==> src/rtl/p2s_write_arbiter_if.sv <==
// p2s_write_arbiter_if
// Bundles the two word requesters, the flush request and the serial FIFO write
// port of p2s_write_arbiter.
//   req0/data0/ack0  requester 0 word handshake (ack0 pulses on capture)
//   req1/data1/ack1  requester 1 word handshake (ack1 pulses on capture)
//   flush_req        level request to empty the FIFO
//   full             FIFO full flag (write domain)
//   insert, dataIn   FIFO write strobe and serial bit
//   flush            one-cycle FIFO flush pulse
//   busy, word_cnt   status: not idle / words serialized since reset or flush
// Modports: master = requesters and FIFO side, slave = the arbiter.
interface p2s_write_arbiter_if #(
    parameter int WIDTH   = 8,
    parameter int CNTBITS = 16
);
    logic               req0;
    logic [WIDTH-1:0]   data0;
    logic               ack0;
    logic               req1;
    logic [WIDTH-1:0]   data1;
    logic               ack1;
    logic               flush_req;
    logic               full;
    logic               insert;
    logic               dataIn;
    logic               flush;
    logic               busy;
    logic [CNTBITS-1:0] word_cnt;

    modport master (
        output req0, data0, req1, data1, flush_req, full,
        input  ack0, ack1, insert, dataIn, flush, busy, word_cnt
    );

    modport slave (
        input  req0, data0, req1, data1, flush_req, full,
        output ack0, ack1, insert, dataIn, flush, busy, word_cnt
    );
endinterface

==> src/rtl/p2s_write_arbiter.sv <==
// p2s_write_arbiter
// Round-robin arbiter between two parallel-word requesters that serializes the
// granted word MSB-first into a FIFO write port, honouring the FIFO full flag,
// and services flush requests between words.
// Ports:
//   clk_in  write-domain clock, all state changes on its rising edge
//   rst     asynchronous active-high reset
//   bus     p2s_write_arbiter_if.slave (requests, acks, FIFO port, status)
// Optional feature: define P2S_PARITY_EN to append one even-parity bit (XOR of
// the captured word) after the data bits of every word.
module p2s_write_arbiter #(
    parameter int WIDTH   = 8,
    parameter int CNTBITS = 16
) (
    input logic                clk_in,
    input logic                rst,
    p2s_write_arbiter_if.slave bus
);

    localparam int BCW = $clog2(WIDTH + 1);

`ifdef P2S_PARITY_EN
    typedef enum logic [1:0] {
        IDLE   = 2'd0,
        SHIFT  = 2'd1,
        PARITY = 2'd2,
        FLUSH  = 2'd3
    } state_t;
`else
    typedef enum logic [1:0] {
        IDLE  = 2'd0,
        SHIFT = 2'd1,
        FLUSH = 2'd3
    } state_t;
`endif

    state_t               state;
    state_t               state_next;
    logic [WIDTH-1:0]     shift_reg;
    logic [BCW-1:0]       bit_cnt;
    logic [CNTBITS-1:0]   cnt_q;
    // Set when requester 1 was served last, so requester 0 wins the next tie.
    logic                 last_grant;
    logic                 grant0;
    logic                 grant1;
    logic                 last_bit;
`ifdef P2S_PARITY_EN
    logic                 parity_bit;
`endif

    assign last_bit = (bit_cnt == BCW'(1));

    always_ff @(posedge clk_in or posedge rst) begin
        if (rst) begin
            state <= IDLE;
        end else begin
            state <= state_next;
        end
    end

    // Flush outranks word requests; a tie goes to the requester not served last.
    always_comb begin
        state_next = state;
        grant0     = 1'b0;
        grant1     = 1'b0;
        case (state)
            IDLE: begin
                if (bus.flush_req) begin
                    state_next = FLUSH;
                end else if (bus.req0 && (!bus.req1 || last_grant)) begin
                    grant0     = 1'b1;
                    state_next = SHIFT;
                end else if (bus.req1) begin
                    grant1     = 1'b1;
                    state_next = SHIFT;
                end
            end
            SHIFT: begin
                if (!bus.full && last_bit) begin
`ifdef P2S_PARITY_EN
                    state_next = PARITY;
`else
                    state_next = IDLE;
`endif
                end
            end
`ifdef P2S_PARITY_EN
            PARITY: begin
                if (!bus.full) begin
                    state_next = IDLE;
                end
            end
`endif
            FLUSH:   state_next = IDLE;
            default: state_next = IDLE;
        endcase
    end

    always_ff @(posedge clk_in or posedge rst) begin
        if (rst) begin
            shift_reg  <= '0;
            bit_cnt    <= '0;
            cnt_q      <= '0;
            last_grant <= 1'b1;
`ifdef P2S_PARITY_EN
            parity_bit <= 1'b0;
`endif
        end else begin
            case (state)
                IDLE: begin
                    if (grant0) begin
                        shift_reg  <= bus.data0;
                        bit_cnt    <= BCW'(WIDTH);
                        last_grant <= 1'b0;
`ifdef P2S_PARITY_EN
                        parity_bit <= ^bus.data0;
`endif
                    end else if (grant1) begin
                        shift_reg  <= bus.data1;
                        bit_cnt    <= BCW'(WIDTH);
                        last_grant <= 1'b1;
`ifdef P2S_PARITY_EN
                        parity_bit <= ^bus.data1;
`endif
                    end
                end
                SHIFT: begin
                    if (!bus.full) begin
                        shift_reg <= {shift_reg[WIDTH-2:0], 1'b0};
                        bit_cnt   <= bit_cnt - 1'b1;
`ifndef P2S_PARITY_EN
                        if (last_bit) begin
                            cnt_q <= cnt_q + 1'b1;
                        end
`endif
                    end
                end
`ifdef P2S_PARITY_EN
                PARITY: begin
                    if (!bus.full) begin
                        cnt_q <= cnt_q + 1'b1;
                    end
                end
`endif
                FLUSH:   cnt_q <= '0;
                default: ;
            endcase
        end
    end

    // Acks are masked by rst because the grant decode is combinational on req.
    assign bus.ack0 = grant0 && !rst;
    assign bus.ack1 = grant1 && !rst;

`ifdef P2S_PARITY_EN
    assign bus.insert = ((state == SHIFT) || (state == PARITY)) && !bus.full;
    assign bus.dataIn = (state == SHIFT)  ? shift_reg[WIDTH-1] :
                        (state == PARITY) ? parity_bit : 1'b0;
`else
    assign bus.insert = (state == SHIFT) && !bus.full;
    assign bus.dataIn = (state == SHIFT) ? shift_reg[WIDTH-1] : 1'b0;
`endif

    assign bus.flush    = (state == FLUSH);
    assign bus.busy     = (state != IDLE);
    assign bus.word_cnt = cnt_q;

endmodule
==> src/flat_wrapper.sv <==
// flat-port wrapper written by rule: the top's interface ports become plain ports
module p2s_write_arbiter_flat 
#(
    parameter int WIDTH   = 8,
    parameter int CNTBITS = 16
)
  (clk_in, rst, bus_req0, bus_data0, bus_req1, bus_data1, bus_flush_req, bus_full, bus_ack0, bus_ack1, bus_insert, bus_dataIn, bus_flush, bus_busy, bus_word_cnt);
  p2s_write_arbiter_if #(.WIDTH(WIDTH), .CNTBITS(CNTBITS)) bus_i ();
  input logic clk_in;
  input logic rst;
  input wire logic [$bits(bus_i.req0)-1:0] bus_req0;
  input wire logic [$bits(bus_i.data0)-1:0] bus_data0;
  input wire logic [$bits(bus_i.req1)-1:0] bus_req1;
  input wire logic [$bits(bus_i.data1)-1:0] bus_data1;
  input wire logic [$bits(bus_i.flush_req)-1:0] bus_flush_req;
  input wire logic [$bits(bus_i.full)-1:0] bus_full;
  output wire logic [$bits(bus_i.ack0)-1:0] bus_ack0;
  output wire logic [$bits(bus_i.ack1)-1:0] bus_ack1;
  output wire logic [$bits(bus_i.insert)-1:0] bus_insert;
  output wire logic [$bits(bus_i.dataIn)-1:0] bus_dataIn;
  output wire logic [$bits(bus_i.flush)-1:0] bus_flush;
  output wire logic [$bits(bus_i.busy)-1:0] bus_busy;
  output wire logic [$bits(bus_i.word_cnt)-1:0] bus_word_cnt;
  assign bus_i.req0 = bus_req0;
  assign bus_i.data0 = bus_data0;
  assign bus_i.req1 = bus_req1;
  assign bus_i.data1 = bus_data1;
  assign bus_i.flush_req = bus_flush_req;
  assign bus_i.full = bus_full;
  assign bus_ack0 = bus_i.ack0;
  assign bus_ack1 = bus_i.ack1;
  assign bus_insert = bus_i.insert;
  assign bus_dataIn = bus_i.dataIn;
  assign bus_flush = bus_i.flush;
  assign bus_busy = bus_i.busy;
  assign bus_word_cnt = bus_i.word_cnt;
  p2s_write_arbiter #(.WIDTH(WIDTH), .CNTBITS(CNTBITS)) u_core (.clk_in(clk_in), .rst(rst), .bus(bus_i));
endmodule
==> config.mk <==
export PLATFORM = sky130hd
export DESIGN_NAME = p2s_write_arbiter_flat
export DESIGN_NICKNAME = d
export VERILOG_FILES = /design/src/rtl/p2s_write_arbiter_if.sv /design/src/rtl/p2s_write_arbiter.sv /design/src/flat_wrapper.sv
export SDC_FILE = /design/constraint.sdc
export NUM_CORES = 1
export LEC_CHECK = 0
export CAP_MARGIN = 10
export CORE_MARGIN = 3
export CORE_UTILIZATION = 35
export CTS_BUF_LIST = sky130_fd_sc_hd__clkbuf_4 sky130_fd_sc_hd__clkbuf_8
export CTS_CLUSTER_SIZE = 8
export DETAILED_ROUTE_END_ITERATION = 7
export PLACE_DENSITY_LB_ADDON = 0.08
export SLEW_MARGIN = 20
export SYNTH_ARGS = -nofsm -noshare
export SYNTH_HDL_FRONTEND = slang
export SYNTH_SLANG_ARGS = --single-unit
export TNS_END_PERCENT = 100
==> constraint.sdc <==
create_clock -name clk_in -period 2.1 [get_ports clk_in]
set_clock_uncertainty 0.1 [all_clocks]
set_input_delay 0.42 -clock clk_in [delete_from_list [all_inputs] [get_ports clk_in]]
set_output_delay 0.42 -clock clk_in [all_outputs]
set_load 0.01 [all_outputs]
# ---- Word level (Yosys, flattened, before mapping)
# Cells that the tools add are included.
dict set report totals {
  output_inout_bits 22
  inputBits 22
  ff_bits 31
  word_cells 59
}
dict set report classes {
  add_sub_neg 2
  n_reduce_logical 18
  n_eq_ne 8
  n_mux 26
}
# op count
set ops {}
lappend ops {{$mux 16} 2}
lappend ops {{$pmux 16 s2} 1}
lappend ops {{$mux 8} 3}
lappend ops {{$add 16x1->16 const B} 1}
lappend ops {{$pmux 8 s2} 1}
lappend ops {{$mux 4} 3}
lappend ops {{$mux 1} 10}
lappend ops {{$mux 2} 4}
lappend ops {{$pmux 4 s2} 1}
lappend ops {{$reduce_bool 2->1} 4}
lappend ops {{$reduce_and 3->1} 2}
lappend ops {{$logic_and 1x1->1} 5}
lappend ops {{$eq 4x1->1 const B} 1}
lappend ops {{$ne 2x1->1 const B} 2}
lappend ops {{$ne 4x3->1 const B} 1}
lappend ops {{$pmux 2 s2} 1}
lappend ops {{$reduce_and 2->1} 2}
lappend ops {{$sub 4x1->4 const B} 1}
lappend ops {{$logic_not 1->1} 3}
lappend ops {{$ne 3x1->1 const B} 1}
lappend ops {{$eq 2x1->1 const B} 1}
lappend ops {{$eq 2x2->1 const B} 1}
lappend ops {{$logic_not 2->1} 1}
lappend ops {{$ne 2x2->1 const B} 1}
lappend ops {{$logic_or 1x1->1} 1}

# ---- Depth between registers and ports, before layout
dict set report logic_depth {
  word_depth 9
  ltp_mapped 7
  ltp_nobuf 6
}

# ---- Worst setup path before layout
# Ideal clock, no wire load.
dict set report synth_path {
  path_type {reg2out}
  startpoint {reg u_core.state[1]}
  endpoint {out bus_ack0}
  arrival_time_ps 1337
  t_required_ps 1580
  path_stages_with_launch 4
  setup_slack_ps 243
  n_path_buf 0
  cell_sequence {dfrtp_1 > nor3_2 > nand3_1 > nor2_1}
}
dict set report synth_via {
  elab_chain_len 3
}
# item line
set synth_lines {}
lappend synth_lines {{from (decl)} p2s_write_arbiter.sv:37} ;# state_t state;
lappend synth_lines {{from (signal assigned)} p2s_write_arbiter.sv:57} ;# state <= state_next;
lappend synth_lines {{$logic_not 2->1} p2s_write_arbiter.sv:66} ;# case (state)
lappend synth_lines {{$mux 1} p2s_write_arbiter.sv:66}
lappend synth_lines {{$logic_and 1x1->1} p2s_write_arbiter.sv:152} ;# assign bus.ack0 = grant0 && !rst;
lappend synth_lines {{to (decl)} flat_wrapper.sv:17} ;# output wire logic [$bits(bus_i.ack0)-1:0] bus_ack0;
# No other way between the ends.

# ---- Worst setup path after layout
dict set report layout_path {
  startpoint {reg u_core.state[1]}
  endpoint {out bus_dataIn}
}
dict set report layout_via {
  elab_chain_len 2
}
# item line
set layout_lines {}
lappend layout_lines {{$eq 2x1->1} p2s_write_arbiter.sv:161} ;# assign bus.dataIn = (state == SHIFT) ? shift_reg[WIDTH-1] : 1'b0;
lappend layout_lines {{$mux 1} p2s_write_arbiter.sv:161}
lappend layout_lines {{to (decl)} flat_wrapper.sv:20} ;# output wire logic [$bits(bus_i.dataIn)-1:0] bus_dataIn;
# No other way between the ends.

==> results.ini <==
[outcome]
status = finished clean

[layout]
relative_area_change_from_synthesis_to_final_layout_pct = 45.2
number_of_flip_flops_in_the_largest_register = 16
drive_gt1_share_pct = 19.4
nNetsFinal = 271
num_antenna_cells = 0
mostFrequentLayoutCells = sky130_fd_sc_hd__clkdlybuf4s50_1, sky130_fd_sc_hd__dfrtp_1, sky130_fd_sc_hd__buf_4, sky130_fd_sc_hd__nor2_1, sky130_fd_sc_hd__o21ai_0
layout_commonest_cell = sky130_fd_sc_hd__clkdlybuf4s50_1
final-instance-count-excl-fill = 314

[setup_path]
worst-path-max-fanout = 10
crit_required_ns = 1.58
worst_ep_arrival_time_ns = 1.53
critPathLaunchType = register
critical_path_endpoint_category = output pin
crit_type = register to output pin

[synth]
synth.avg_cell_area_um2 = 9.77
yosys_most_used_dff = sky130_fd_sc_hd__dfrtp_1
synth_warnings = 0
synthCells = 180
synth_async_sr_flop_share_pct = 100
synth_area_um2 = 1760
synth_largest_type_area_fraction_pct = 42.7
dominant_cells_by_area_after_synthesis = sky130_fd_sc_hd__dfrtp_1, sky130_fd_sc_hd__o211ai_1, sky130_fd_sc_hd__mux2i_1
synth-edff-count = 0
synth_largest_area_cell = sky130_fd_sc_hd__dfrtp_1
ys_seq_elements = 31
synth_cell_types = 39
mappedNetlistNets = 205
yosysSeqAreaShare_pct = 44.2

[timing]
post-route-worst-setup-slack_ns = 0.0484
timing.final.max_slew_violations = 0
finalWorstPathRequiredPeriod_ns = 2.05
holdWs_ns = 0.346
max_freq_ghz = 0.487
final_min_period_over_clock_period_pct = 97.7
setup-violations-final = 0
rsz0062_at_grt = true
fin_tns_setup_ns = 0
hold_viol = 0
relSlewSlack_pct = 68.6
timing_worst_slew_pin_value_ns = 0.467

[die]
boundaryPins = 44
start_util_pct = 36.8
area_of_the_die_um2 = 5910
core-area_um2 = 4790
rows = 25
die_height_um = 76.9
die-width_um = 76.9

[place]
hpwl_mm = 3.19
io_buffers = 43
gp_routability_congestion = 0.781
pre_cts_slack_ns = -0.397
place.detailed.instances = 304

[clock_network]
tritoncts = done
clkTransAtPathRegs_ns = 0.07
number_of_clock_buffers_inserted_by_tritoncts = 5
htree_levels = 2
postCtsHoldBufs = 0
clock-root-buffer = sky130_fd_sc_hd__clkbuf_8
cts_max_path_buffers = 2
clock_sink_count = 31
worstSkewPairLatency_ns = 0.29

[power_and_ir_drop]
cellPowerDensity_nw_per_um2 = 966
power.switching_fraction_pct = 34.6
power.clock.fraction_pct = 21.9
vdd.ir_drop.worst_mv = 0.438
total_switching_power_mw = 0.852
power_total_mw = 2.47
pwr-share-comb_pct = 41.2
pwr-share-seq_pct = 36.9
power.leakage_nw = 1.14
power.internal_mw = 1.61

[drt]
detail_route.vias_per_cell = 5.28
detail_route.iter0.violations = 104
vias = 1657
routed_wl_per_cell_um = 14.0
first_pass_iters = 4
postRouteAntennaNets = 0
wirelength_routed_mm = 4.39
post-route-drc-count = 0

[global_routing]
gr-total-overflow = 0
pin_count_of_the_biggest_net_entering_global_routing = 19
grtUsageTotal_pct = 15.8
vias_in_the_first_global_route = 1639
grt_antenna_before_repair = 0
grt_pass1_wl_mm = 7.63

[run]
max_cap_violations = 0

[worst_hold_path]
min_path_type = input port to register

[final timing paths]
check / from / to / slack (ns) / cells after the start
max in group asynchronous: rst / u_core.state[0] / 1.00 / 3
setup / recovery: u_core.state[1] / bus_dataIn / 0.05 / 3
min in group asynchronous: rst / u_core.shift_reg[2] / 0.38 / 2
hold reg to reg: u_core.shift_reg[0] / u_core.shift_reg[0] / 0.40 / 1
setup reg to reg: u_core.bit_cnt[1] / u_core.bus.word_cnt[13] / 0.13 / 6
hold / removal: bus_req0 / u_core.last_grant / 0.35 / 2
[what timing repair did]
item | in CTS | in global routing
gates cloned | 0 | 0
setup buffers | 2 | 0
pin swaps | 1 | 1
setup endpoints to repair | 6 | 11
resized for setup | 12 | 6
[Yosys cell counts (2+ instances only)]
cell type                  count
sky130_fd_sc_hd__dfrtp_1      30
sky130_fd_sc_hd__nor2_1       14
sky130_fd_sc_hd__o21ai_0      12
sky130_fd_sc_hd__o211ai_1     10
sky130_fd_sc_hd__a21oi_1       9
sky130_fd_sc_hd__inv_1         9
sky130_fd_sc_hd__o31ai_1       9
sky130_fd_sc_hd__nand3_1       8
sky130_fd_sc_hd__clkbuf_1      7
sky130_fd_sc_hd__mux2i_1       7
sky130_fd_sc_hd__or4_1         7
sky130_fd_sc_hd__or4b_1        7
sky130_fd_sc_hd__nand2_1       5
sky130_fd_sc_hd__xor2_1        5
sky130_fd_sc_hd__nand2b_1      4
sky130_fd_sc_hd__buf_2         3
sky130_fd_sc_hd__ha_1          3
sky130_fd_sc_hd__or3_1         3
sky130_fd_sc_hd__a22o_1        2
sky130_fd_sc_hd__a31oi_1       2
sky130_fd_sc_hd__and3_1        2
sky130_fd_sc_hd__and4_1        2
sky130_fd_sc_hd__o21ai_2       2
sky130_fd_sc_hd__o22ai_1       2
sky130_fd_sc_hd__or2_2         2
[power groups by stage]
stage                     combinational (mW)  clock, mW  sequential [mW]
after floorplan                        0.559          0            0.903
after global placement                 0.973          0            0.903
after detailed placement                1.00          0            0.908
after CTS                               1.03      0.554            0.908
after global routing                    1.13      0.580            0.937
final                                   1.02      0.540            0.910
[per-stage QoR]
stage | util (%) | instance area, um^2
floorplan | - | 1760
global placement | 50.4 | 2410
detailed placement | 50.4 | 2410
CTS | 53.2 | 2550
global route | 53.4 | 2550
finish | 53.4 | 2550
[logic make-up (layout without fill, tap and decap cells)]
group | count (synthesis) | count (layout) | synth area share [%]
and+or+nand+nor | 61 | 61 | 22.4
AOI/OAI and AO/OA | 53 | 53 | 19.9
DFF | 31 | 31 | 44.2
buffers and inverters | 19 | 86 | 4.27
muxes | 8 | 8 | 4.62
xor gates and xnor gates | 5 | 5 | 2.49
adders and majority gates | 3 | 3 | 2.13
[routing by layer]
layer	vias to the layer above	GRT usage [%]	routed length [um]
li1	808	-	-
met1	801	19.5	1910
met2	42	26.0	2200
met3	6	4.58	216
met4	0	5.62	49
met5	-	0	0
[cell type report]
class                           count  area (um^2)
Multi-Input combinational cell    130          923
Sequential cell                    31          778
Tap cell                           67         83.8
Inverter                            9         33.8
Timing Repair Buffer               69          631
Fill cell                         451         2230
Clock buffer                        8          104
[worst max-delay path, stage by stage (launching register included)]
cell and delay [ns]:
sky130_fd_sc_hd__dfrtp_1 0.41, sky130_fd_sc_hd__nand2b_4 0.20, sky130_fd_sc_hd__nor2_1 0.10, sky130_fd_sc_hd__clkdlybuf4s50_1 0.54
(Power assumes the default switching activity.)
